### src/rtl/arcade_input_conditioner.sv
// Player-input conditioner: 2-flop sync and tick-based debounce for every bit,
// plus rate-limited, queued coin pulses on the low COINS channels.
module arcade_input_conditioner #(
    parameter int NUM_IN         = 16,
    parameter int COINS          = 2,
    parameter int TICK_DIV       = 18000,
    parameter int DB_TICKS       = 5,
    parameter int COIN_ON_TICKS  = 100,
    parameter int COIN_OFF_TICKS = 100
) (
    input  logic              clk_sys,
    input  logic              reset_n,
    input  logic [NUM_IN-1:0] raw_in,
    input  logic              clear,
    output logic [NUM_IN-1:0] ctrl_out,
    output logic [COINS-1:0]  coin_busy,
    output logic [COINS-1:0]  coin_ovf,
    output logic              tick
);

    localparam int TW = (TICK_DIV > 1) ? $clog2(TICK_DIV) : 1;

    typedef enum logic [1:0] {
        S_IDLE = 2'd0,
        S_ON   = 2'd1,
        S_OFF  = 2'd2
    } coin_state_e;

    logic [TW-1:0]                tick_cnt_q, tick_cnt_d;
    logic [NUM_IN-1:0]            sync1_q, sync1_d;
    logic [NUM_IN-1:0]            sync2_q, sync2_d;
    logic [NUM_IN-1:0]            stable_q, stable_d;
    logic [NUM_IN-1:0][7:0]       dbc_q, dbc_d;
    logic [COINS-1:0][1:0]        pending_q, pending_d;
    logic [COINS-1:0][9:0]        timer_q, timer_d;
    logic [COINS-1:0]             ovf_q, ovf_d;
    logic [COINS-1:0]             coin_rise;
    logic [COINS-1:0]             coin_dec;
    coin_state_e                  state_q [COINS];
    coin_state_e                  state_d [COINS];

    assign tick = (tick_cnt_q == TW'(TICK_DIV - 1));

    always_comb begin
        tick_cnt_d = tick ? '0 : tick_cnt_q + TW'(1);
        sync1_d    = raw_in;
        sync2_d    = sync1_q;
    end

    always_comb begin
        stable_d = stable_q;
        dbc_d    = '0;
        for (int i = 0; i < NUM_IN; i++) begin
            if (sync2_q[i] != stable_q[i]) begin
                if (!tick) begin
                    dbc_d[i] = dbc_q[i];
                end else if (dbc_q[i] + 8'd1 == 8'(DB_TICKS)) begin
                    stable_d[i] = sync2_q[i];
                end else begin
                    dbc_d[i] = dbc_q[i] + 8'd1;
                end
            end
        end
    end

    // Edge is taken from the debounce next-state so a fresh insert reaches
    // the pending count on the same edge stable rises.
    always_comb begin
        coin_rise = stable_d[COINS-1:0] & ~stable_q[COINS-1:0];
        coin_dec  = '0;
        pending_d = pending_q;
        timer_d   = timer_q;
        ovf_d     = ovf_q;
        for (int c = 0; c < COINS; c++) begin
            state_d[c] = state_q[c];
            case (state_q[c])
                S_IDLE: begin
                    if (pending_q[c] != 2'd0) begin
                        state_d[c]  = S_ON;
                        timer_d[c]  = '0;
                        coin_dec[c] = 1'b1;
                    end
                end
                S_ON: begin
                    if (tick) begin
                        if (timer_q[c] + 10'd1 == 10'(COIN_ON_TICKS)) begin
                            state_d[c] = S_OFF;
                            timer_d[c] = '0;
                        end else begin
                            timer_d[c] = timer_q[c] + 10'd1;
                        end
                    end
                end
                S_OFF: begin
                    if (tick) begin
                        if (timer_q[c] + 10'd1 == 10'(COIN_OFF_TICKS)) begin
                            state_d[c] = S_IDLE;
                            timer_d[c] = '0;
                        end else begin
                            timer_d[c] = timer_q[c] + 10'd1;
                        end
                    end
                end
                default: begin
                    state_d[c] = S_IDLE;
                    timer_d[c] = '0;
                end
            endcase

            // A simultaneous insert and launch cancel out, even with a full queue.
            if (coin_rise[c] && !coin_dec[c]) begin
                if (pending_q[c] == 2'd3) begin
                    ovf_d[c] = 1'b1;
                end else begin
                    pending_d[c] = pending_q[c] + 2'd1;
                end
            end else if (!coin_rise[c] && coin_dec[c]) begin
                pending_d[c] = pending_q[c] - 2'd1;
            end

            if (clear) begin
                state_d[c]   = S_IDLE;
                timer_d[c]   = '0;
                pending_d[c] = '0;
                ovf_d[c]     = 1'b0;
            end
        end
    end

    always_comb begin
        ctrl_out  = stable_q;
        coin_busy = '0;
        for (int c = 0; c < COINS; c++) begin
            ctrl_out[c]  = (state_q[c] == S_ON);
            coin_busy[c] = (state_q[c] != S_IDLE) || (pending_q[c] != 2'd0);
        end
        coin_ovf = ovf_q;
    end

    always_ff @(posedge clk_sys or negedge reset_n) begin
        if (!reset_n) begin
            tick_cnt_q <= '0;
            sync1_q    <= '0;
            sync2_q    <= '0;
            stable_q   <= '0;
            dbc_q      <= '0;
            pending_q  <= '0;
            timer_q    <= '0;
            ovf_q      <= '0;
            for (int c = 0; c < COINS; c++) begin
                state_q[c] <= S_IDLE;
            end
        end else begin
            tick_cnt_q <= tick_cnt_d;
            sync1_q    <= sync1_d;
            sync2_q    <= sync2_d;
            stable_q   <= stable_d;
            dbc_q      <= dbc_d;
            pending_q  <= pending_d;
            timer_q    <= timer_d;
            ovf_q      <= ovf_d;
            for (int c = 0; c < COINS; c++) begin
                state_q[c] <= state_d[c];
            end
        end
    end

endmodule

### config.mk
export PLATFORM = sky130hd
export DESIGN_NAME = arcade_input_conditioner
export DESIGN_NICKNAME = d
export VERILOG_FILES = /design/src/rtl/arcade_input_conditioner.sv
export SDC_FILE = /design/constraint.sdc
export NUM_CORES = 1
export LEC_CHECK = 0
export ABC_AREA = 1
export CAP_MARGIN = 20
export CELL_PAD_IN_SITES_DETAIL_PLACEMENT = 0
export CELL_PAD_IN_SITES_GLOBAL_PLACEMENT = 1
export CORE_MARGIN = 2
export CORE_UTILIZATION = 40
export CTS_BUF_LIST = sky130_fd_sc_hd__clkbuf_4
export DETAILED_ROUTE_END_ITERATION = 7
export DONT_BUFFER_PORTS = 1
export PLACE_DENSITY_LB_ADDON = 0.1
export SKIP_LAST_GASP = 1
export SYNTH_ARGS = -nofsm -noshare
export SYNTH_HDL_FRONTEND = slang
export SYNTH_SLANG_ARGS = --single-unit
### constraint.sdc
create_clock -name clk_sys -period 3.8 [get_ports clk_sys]
set_clock_uncertainty 0.15 [all_clocks]
set_input_delay 0.57 -clock clk_sys [delete_from_list [all_inputs] [get_ports clk_sys]]
set_output_delay 0.57 -clock clk_sys [all_outputs]
set_load 0.02 [all_outputs]
==> impl_metrics.py, run 1 <==
metrics = {
    "floorplanning": {
        "die_x_um": 174,
        "start_util": 0.405,
        "die_y_um": 174,
        "fp.dieArea_sq_um": 30400,
        "coreArea_sq_um": 28600,
        "fp-row-count": 62,
        "top_level_ports": 40,
    },
    "setup_path": {
        "cp.arrival_ns": 2.99,
        "path_class": "flip-flop to flip-flop",
        "reg2reg_slack_ns": 1.23,
        "cp-start-kind": "flip-flop",
        "endpoint_kind": "flip-flop",
        "reg2reg_depth": 13,
        "timing.rr.end": "pending_q[2]",
        "required_ns": 4.22,
        "critPathMaxFanout": 27,
        "r2r_start": "tick_cnt_q[0]",
    },
    "routing": {
        "drt-vias-per-instance": 4.77,
        "drc_errors": 0,
        "antenna_left": 0,
        "wl_um": 23400,
        "vias": 8786,
        "first_pass_iters": 5,
        "drt_iter0_drc": 419,
        "wl_per_cell_um": 12.7,
    },
    "sta": {
        "setup-violations-final": 0,
        "final-max-slew-violation-count": 0,
        "whs_ns": -0.560,
        "tns_ns": 0,
        "worst_pin_slew_ns": 0.827,
        "relSlewSlack": 0.448,
        "fin_crit_ns": 2.57,
        "min_period_over_period": 0.676,
        "clock.fmax_mhz": 389,
        "hold_viol": 221,
        "rsz0062_at_grt": "false",
    },
    "clock_tree": {
        "numClockSinks": 221,
        "cts-hold-fix-buffers": 17,
        "path_clk_slew_ns": 0.07,
        "cts_tree": "built",
        "post_cts_buffers": 0,
        "cts_htree_levels": 3,
        "clockRootBuffer": "clkbuf_4",
        "cts_buffer_depth": 3,
        "cts_buffers": 67,
        "cts_resized": 0,
        "insertion_delay_ns": 0.66,
    },
    "logic_synthesis": {
        "syn-num-nets": 1424,
        "syn_inst": 1362,
        "netlist_area_sq_um": 11600,
        "ys.flop_type": "dfrtp_1",
        "synthArstFlopShare": 1.00,
        "synth-edff-count": 0,
        "seq_area_frac_synth": 0.477,
        "synth.distinct_cells": 43,
        "yosys_warnings": 0,
        "syn_avg_cell_area_sq_um": 8.52,
        "ys_seq_elements": 221,
    },
    "global_route": {
        "grt_pass1_vias": 8825,
        "grt_usage": 0.160,
        "grt_pass1_wl_um": 40600,
        "grt_overflow": 0,
        "antenna_found_initial": 1,
        "grt_start_max_net_pins": 222,
    },
    "finish": {
        "num-fill-cells": 2860,
        "drive_gt1_frac": 0.0933,
        "area_growth_pct": 11.3,
        "final_util": 0.451,
        "final_common_cell": "nand2_1",
        "final_cell_area_sq_um": 12900,
        "most-common-layout-cells": "nand2_1 (251), dfrtp_1 (221), inv_1 (203)",
        "fin_nets": 1486,
    },
    "placed_design": {
        "io_buffer_count": 0,
        "placed_cell_area_sq_um": 11900,
        "gp_congestion": 0.753,
        "hpwl_um": 15400,
    },
    "min_path": {
        "holdCritPathClass": "input port to asynchronous set/reset pin",
    },
    "run": {
        "cap_violations": 0,
    },
    "status": {
        "status": "finished, violations left",
        "violations": "negative hold slack",
    },
    "power": {
        "power_density_nw_per_um2": 415,
        "power.leakage_nw": 5.88,
        "ir_worst_vdd_uv": 298,
    },
}
==> kinds of logic (layout without fill, tap and decap cells) <==
logic type	Yosys count	after routing	share of synthesized area
other	0	1	0
AND/OR/NAND/NOR	580	580	0.220
adder cells (fa/ha/maj)	43	43	0.0464
flip-flops	221	221	0.477
multiplexers	1	1	0.000971
AO/OA/AOI/OAI	175	175	0.0904
XOR/XNOR	111	111	0.0838
buffers and inverters	231	327	0.0814
==> layer usage <==
metal / wire length, um / GRT usage / vias to the layer above / share of wire
met3: 905 / 0.0392 / 57 / 0.039
met2: 10500 / 0.252 / 121 / 0.45
met5: 0 / 0 / - / 0
met1: 11300 / 0.208 / 4061 / 0.48
met4: 668 / 0.0700 / 0 / 0.029
li1: - / - / 4547 / -
==> flip-flops by register name (all words and copies together), names as in the netlist <==
name,cells
dbc_q,128
timer_q,20
stable_q,16
sync1_q,16
sync2_q,16
tick_cnt_q,15
pending_q,4
state_q,4
coin_ovf,2
==> Yosys cell counts (4+ instances only) <==
master	instances	share of area
nand2_1	251	0.081
dfrtp_1	221	0.48
inv_1	203	0.066
nor2_1	133	0.043
nand3_1	95	0.041
xor2_1	93	0.070
o21ai_0	81	0.035
o22ai_1	60	0.032
ha_1	43	0.046
nand4_1	32	0.017
nor3_1	29	0.013
xnor2_1	18	0.014
buf_4	15	0.0097
or2_2	11	0.0059
a21oi_1	7	0.0030
nor2_2	7	0.0038
buf_2	5	0.0022
nor2_4	5	0.0049
o21bai_2	5	0.0049
nand2_2	4	0.0022
nand3b_1	4	0.0026
o21ai_1	4	0.0017
o31ai_1	4	0.0026
==> worst max-delay path, stage by stage (launching register included) <==
cell	delay, ns
dfrtp_1	0.36
ha_1	0.20
nand2_2	0.08
nor2_4	0.12
inv_2	0.06
nor2_4	0.12
nand2_4	0.22
inv_2	0.53
nand4_1	0.16
nand2_1	0.09
nand2_1	0.05
nor2_1	0.22
nand2_1	0.07
o21ai_1	0.08
==> power breakdown <==
part	switching [mW]	internal [mW]	leakage, nW
clock	1.02	1.32	0.478
combinational	0.367	0.175	2.41
sequential	0.0526	2.42	2.99
==> through the flow <==
stage	worst slack (ns)	total power, mW	cells
2_1_floorplan	1.88	2.93	1362
3_3_place_gp	1.19	3.06	1722
3_5_place_dp	1.11	3.06	1722
4_1_cts	1.12	5.50	1842
5_1_grt	0.878	5.69	1843
6_report	1.23	5.35	1843
==> area by class of cell <==
class	instances	area, sq um	area share
Sequential cell	221	5530	0.428
Multi-Input combinational cell	910	5130	0.397
Inverter	206	773	0.0599
Clock buffer	87	653	0.0506
Tap cell	384	480	0.0372
Timing Repair Buffer	18	178	0.0138
Clock inverter	16	165	0.0128
Antenna cell	1	2.50	0.000194
==> worst max-delay path by stage <==
stage,start,end,slack (ns),cells after the start
final,tick_cnt_q[0],pending_q[2],1.23,13
after global routing,tick_cnt_q[0],pending_q[2],0.88,13
after CTS,tick_cnt_q[1],pending_q[2],1.12,13
after detailed placement,tick_cnt_q[0],pending_q[2],1.11,13
after global placement,tick_cnt_q[0],pending_q[3],1.19,12
after floorplan,tick_cnt_q[0],pending_q[3],1.88,13
(Power assumes the default switching activity.)
==> run 2: changes to the inputs <==
clock period = 2.2 ns   (was 3.8 ns; I/O delays follow)
==> impl_metrics.py, run 2 (synthesis results as in run 1) <==
metrics = {
    "sta": {
        "rsz0062_at_grt": "true",
        "min_period_over_period": 1.04,
        "tns_ns": -0.0863,
        "hold_viol": 221,
        "clock.fmax_mhz": 437,
        "worst_slack_ns": -0.0863,
        "fin_crit_ns": 2.29,
        "final-max-slew-violation-count": 0,
        "whs_ns": -0.810,
        "worst_pin_slew_ns": 0.580,
        "relSlewSlack": 0.613,
        "setup-violations-final": 1,
    },
    "finish": {
        "regArea_sq_um": 5530,
        "largest_reg_flops": 128,
        "reg.largest.list": "dbc_q x128, timer_q x20",
        "drive_gt1_frac": 0.144,
        "num-fill-cells": 2855,
        "fin_nets": 1536,
        "final_common_cell": "nand2_1",
        "largest_register": "dbc_q",
        "multi_input_area_sq_um": 5260,
        "area_growth_pct": 16.4,
        "most-common-layout-cells": "nand2_1 (248), dfrtp_1 (220), inv_1 (200)",
    },
    "clock_tree": {
        "numClockSinks": 221,
        "cts_buffers": 61,
        "cts_buffer_depth": 3,
        "path_clk_slew_ns": 0.06,
        "insertion_delay_ns": 0.70,
        "cts_tree": "built",
        "cts-hold-fix-buffers": 31,
        "clockRootBuffer": "clkbuf_4",
        "cts_htree_levels": 2,
    },
    "min_path": {
        "holdCritPathClass": "input port to asynchronous set/reset pin",
    },
    "routing": {
        "vias": 9043,
        "antenna_left": 0,
        "first_pass_iters": 5,
        "wl_per_cell_um": 12.7,
        "wl_um": 24300,
        "drc_errors": 0,
        "drt-vias-per-instance": 4.74,
        "drt_iter0_drc": 399,
    },
    "power": {
        "ir_worst_vdd_uv": 502,
        "power_mw": 9.14,
        "power.leakage_nw": 6.17,
        "power_density_nw_per_um2": 677,
    },
    "run": {
        "cap_violations": 0,
    },
    "floorplanning": {
        "top_level_ports": 40,
        "fp.dieArea_sq_um": 30400,
        "coreArea_sq_um": 28600,
        "die_x_um": 174,
        "fp-row-count": 62,
        "die_y_um": 174,
        "start_util": 0.405,
    },
    "global_route": {
        "grt_pass1_wl_um": 42600,
        "grt_overflow": 0,
        "grt_usage": 0.167,
        "grt_start_max_net_pins": 222,
        "grt_pass1_vias": 9130,
        "antenna_found_initial": 1,
    },
    "placed_design": {
        "io_buffer_count": 0,
        "hpwl_um": 16100,
        "gp_congestion": 0.770,
        "pre_cts_slack_ns": 0.0132,
    },
    "setup_path": {
        "path_class": "flip-flop to primary output",
        "path_cells": "ha_2, nand2_2, nor2_4, inv_2, nor2_2, and2_4, buf_8",
        "required_ns": 1.72,
        "path_buf_inv": 2,
        "cp.arrival_ns": 1.81,
        "slowest_stage": "dfrtp_1",
        "critPathMaxFanout": 4,
        "endpoint_kind": "primary output",
        "cp-start-kind": "flip-flop",
        "critPathTopFamily": "simple AND/OR/NAND/NOR gates",
        "slowest_delay_ns": 0.35,
    },
    "status": {
        "status": "finished, violations left",
        "violations": "negative hold slack, negative setup slack",
    },
}
run 2: repair_timing:
| item | in CTS | in global routing |
|---|---|---|
| buffers inserted | 6 | 13 |
| endpoints found under the hold margin | 267 | 221 |
| setup endpoints to repair | 4 | 87 |
| resized for setup | 5 | 47 |
| cloned | 0 | 0 |
| pin swaps | 3 | 14 |
run 2: final timing paths:
check | start | to | slack, ns | cells past startpoint
worst max-delay path | tick_cnt_q[0] | tick | -0.09 | 7
worst min-delay path | reset_n | dbc_q[80] | -0.81 | 0
worst max register to register | tick_cnt_q[0] | timer_q[3] | 0.09 | 14
worst min register to register | sync1_q[15] | sync2_q[15] | 0.19 | 0
max in group asynchronous | reset_n | dbc_q[0] | 2.18 | 0
min in group clk_sys | raw_in[4] | sync1_q[4] | 0.07 | 1
run 2: cell type report:
cell class                      count  share of cell area
Sequential cell                   221               0.410
Multi-Input combinational cell    910               0.389
Inverter                          206              0.0576
Clock buffer                      100              0.0556
Timing Repair Buffer               74              0.0486
Tap cell                          384              0.0356
Clock inverter                     12             0.00334
Antenna cell                        1            0.000185
run 2: stage by stage:
step | hold WS, ns | instance area [sq um] | util | std cells
2_1_floorplan | -0.116 | 11600 | - | 1362
3_5_place_dp | -0.107 | 12100 | 0.423 | 1745
5_1_grt | -0.895 | 13500 | 0.472 | 1908
4_1_cts | -0.893 | 13300 | 0.464 | 1894
6_report | -0.810 | 13500 | 0.472 | 1908
3_3_place_gp | -0.109 | 12100 | 0.423 | 1745
run 2: report_power, final:
part	internal [mW]	leakage [nW]	switching (mW)
sequential	4.18	2.99	0.0872
clock	2.03	0.482	1.76
combinational	0.390	2.70	0.693
total	6.60	6.17	2.54
run 2: routing by layer:
metal / global-route usage / routed length [um] / part of all wire
met1: 0.226 / 11900 / 0.49
met2: 0.264 / 10900 / 0.45
met3: 0.0372 / 1040 / 0.043
met4: 0.0546 / 478 / 0.020
met5: 0 / 0 / 0
==> run 3: changes to the inputs <==
PLACE_DENSITY = 0.72   (was unset)
PLACE_DENSITY_LB_ADDON = unset   (was 0.1)
SLEW_MARGIN = 15   (was unset)
==> impl_metrics.py, run 3 (synthesis results as in run 1) <==
metrics = {
    "status": {
        "status": "finished, violations left",
        "violations": "negative hold slack, negative setup slack",
    },
    "setup_path": {
        "reg2reg_slack_ns": 0.09,
        "path_cells": "ha_2, nand2_2, nor2_4, inv_2, nor2_2, and2_4, buf_8",
        "cp.arrival_ns": 1.78,
        "critPathTopFamily": "simple AND/OR/NAND/NOR gates",
        "critPathMaxFanout": 4,
        "timing.rr.end": "stable_q[10]",
        "required_ns": 1.72,
        "slowest_delay_ns": 0.36,
        "cp-start-kind": "flip-flop",
        "reg2reg_depth": 12,
        "path_class": "flip-flop to primary output",
        "endpoint_kind": "primary output",
        "slowest_stage": "dfrtp_1",
        "r2r_start": "tick_cnt_q[0]",
        "path_buf_inv": 2,
    },
    "sta": {
        "clock.fmax_mhz": 442,
        "relSlewSlack": 0.699,
        "min_period_over_period": 1.03,
        "final-max-slew-violation-count": 0,
        "worst_slack_ns": -0.0631,
        "hold_viol": 221,
        "worst_pin_slew_ns": 0.449,
        "fin_crit_ns": 2.26,
        "tns_ns": -0.0631,
        "rsz0062_at_grt": "true",
        "whs_ns": -0.767,
        "setup-violations-final": 1,
    },
    "finish": {
        "final_util": 0.470,
        "most-common-layout-cells": "nand2_1 (247), dfrtp_1 (217), inv_1 (193)",
        "area_growth_pct": 16.0,
        "reg.largest.list": "dbc_q x128, timer_q x20",
        "largest_register": "dbc_q",
        "final_common_cell": "nand2_1",
        "fin_nets": 1521,
        "drive_gt1_frac": 0.154,
        "largest_reg_flops": 128,
    },
    "clock_tree": {
        "cts_buffers": 67,
        "clockRootBuffer": "clkbuf_4",
        "insertion_delay_ns": 0.67,
        "numClockSinks": 221,
        "path_clk_slew_ns": 0.06,
        "cts_tree": "built",
        "cts_buffer_depth": 3,
        "cts_htree_levels": 3,
    },
    "min_path": {
        "holdCritPathClass": "input port to asynchronous set/reset pin",
    },
    "floorplanning": {
        "fp.dieArea_sq_um": 30400,
        "fp-row-count": 62,
        "die_y_um": 174,
        "die_x_um": 174,
        "start_util": 0.405,
        "coreArea_sq_um": 28600,
        "top_level_ports": 40,
    },
    "routing": {
        "drt_iter0_drc": 477,
        "wl_um": 23700,
        "drt-vias-per-instance": 4.76,
        "first_pass_iters": 7,
        "wl_per_cell_um": 12.5,
        "drc_errors": 0,
        "vias": 8993,
        "antenna_left": 0,
    },
    "power": {
        "power.leakage_nw": 6.11,
        "power_density_nw_per_um2": 702,
        "ir_worst_vdd_uv": 605,
        "power_mw": 9.44,
    },
    "placed_design": {
        "io_buffer_count": 0,
        "gp_congestion": 0.801,
        "hpwl_um": 15800,
    },
    "run": {
        "cap_violations": 0,
    },
    "global_route": {
        "grt_overflow": 0,
        "grt_pass1_wl_um": 41700,
        "grt_start_max_net_pins": 222,
        "antenna_found_initial": 1,
        "grt_pass1_vias": 9116,
        "grt_usage": 0.164,
    },
}
[run 3: repair_timing]
item                                   4_1_cts  5_1_grt
cloned                                       0        1
setup buffers                                7       10
setup endpoints to repair                    1      116
hold buffers                                18        1
endpoints found under the hold margin      266      222
gates resized for setup                      4       66
pin swaps                                    3       16
[run 3: worst max-delay path by stage]
stage | slack [ns] | from | end | depth (start not counted)
final | -0.06 | tick_cnt_q[0] | tick | 7
after global routing | -0.21 | tick_cnt_q[0] | tick | 7
after CTS | -0.19 | tick_cnt_q[1] | tick | 7
after detailed placement | 0.08 | dbc_q[8] | pending_q[3] | 13
after global placement | 0.04 | dbc_q[9] | pending_q[3] | 13
after floorplan | 0.28 | tick_cnt_q[0] | pending_q[3] | 13
[run 3: final cells by class]
type	instances	area (sq um)
fill	2772	15200
sequential	221	5540
multi-input combinational	910	5300
inverter	206	778
clock buffer	102	766
timing repair buffer	53	495
tap	384	480
clock inverter	13	101
antenna	1	2.50
[run 3: through the flow]
stage | instances | cell area [sq um] | setup WS (ns)
final | 1890 | 13500 | -0.0631
after global routing | 1890 | 13500 | -0.214
after CTS | 1877 | 13200 | -0.189
after detailed placement | 1737 | 12100 | 0.0753
after global placement | 1737 | 12100 | 0.0372
after floorplan | 1362 | 11600 | 0.282
[run 3: power by group]
part           internal (mW)  total [mW]  switching [mW]
clock network           2.33        4.11            1.78
registers               4.18        4.27          0.0920
logic                  0.375        1.06           0.682
total                   6.89        9.44            2.55
[run 3: routing by layer]
metal / wire (um) / track usage / share of wire
met5: 0 / 0 / 0
met4: 535 / 0.0651 / 0.023
met3: 1000 / 0.0411 / 0.042
met2: 10700 / 0.256 / 0.45
met1: 11500 / 0.218 / 0.48
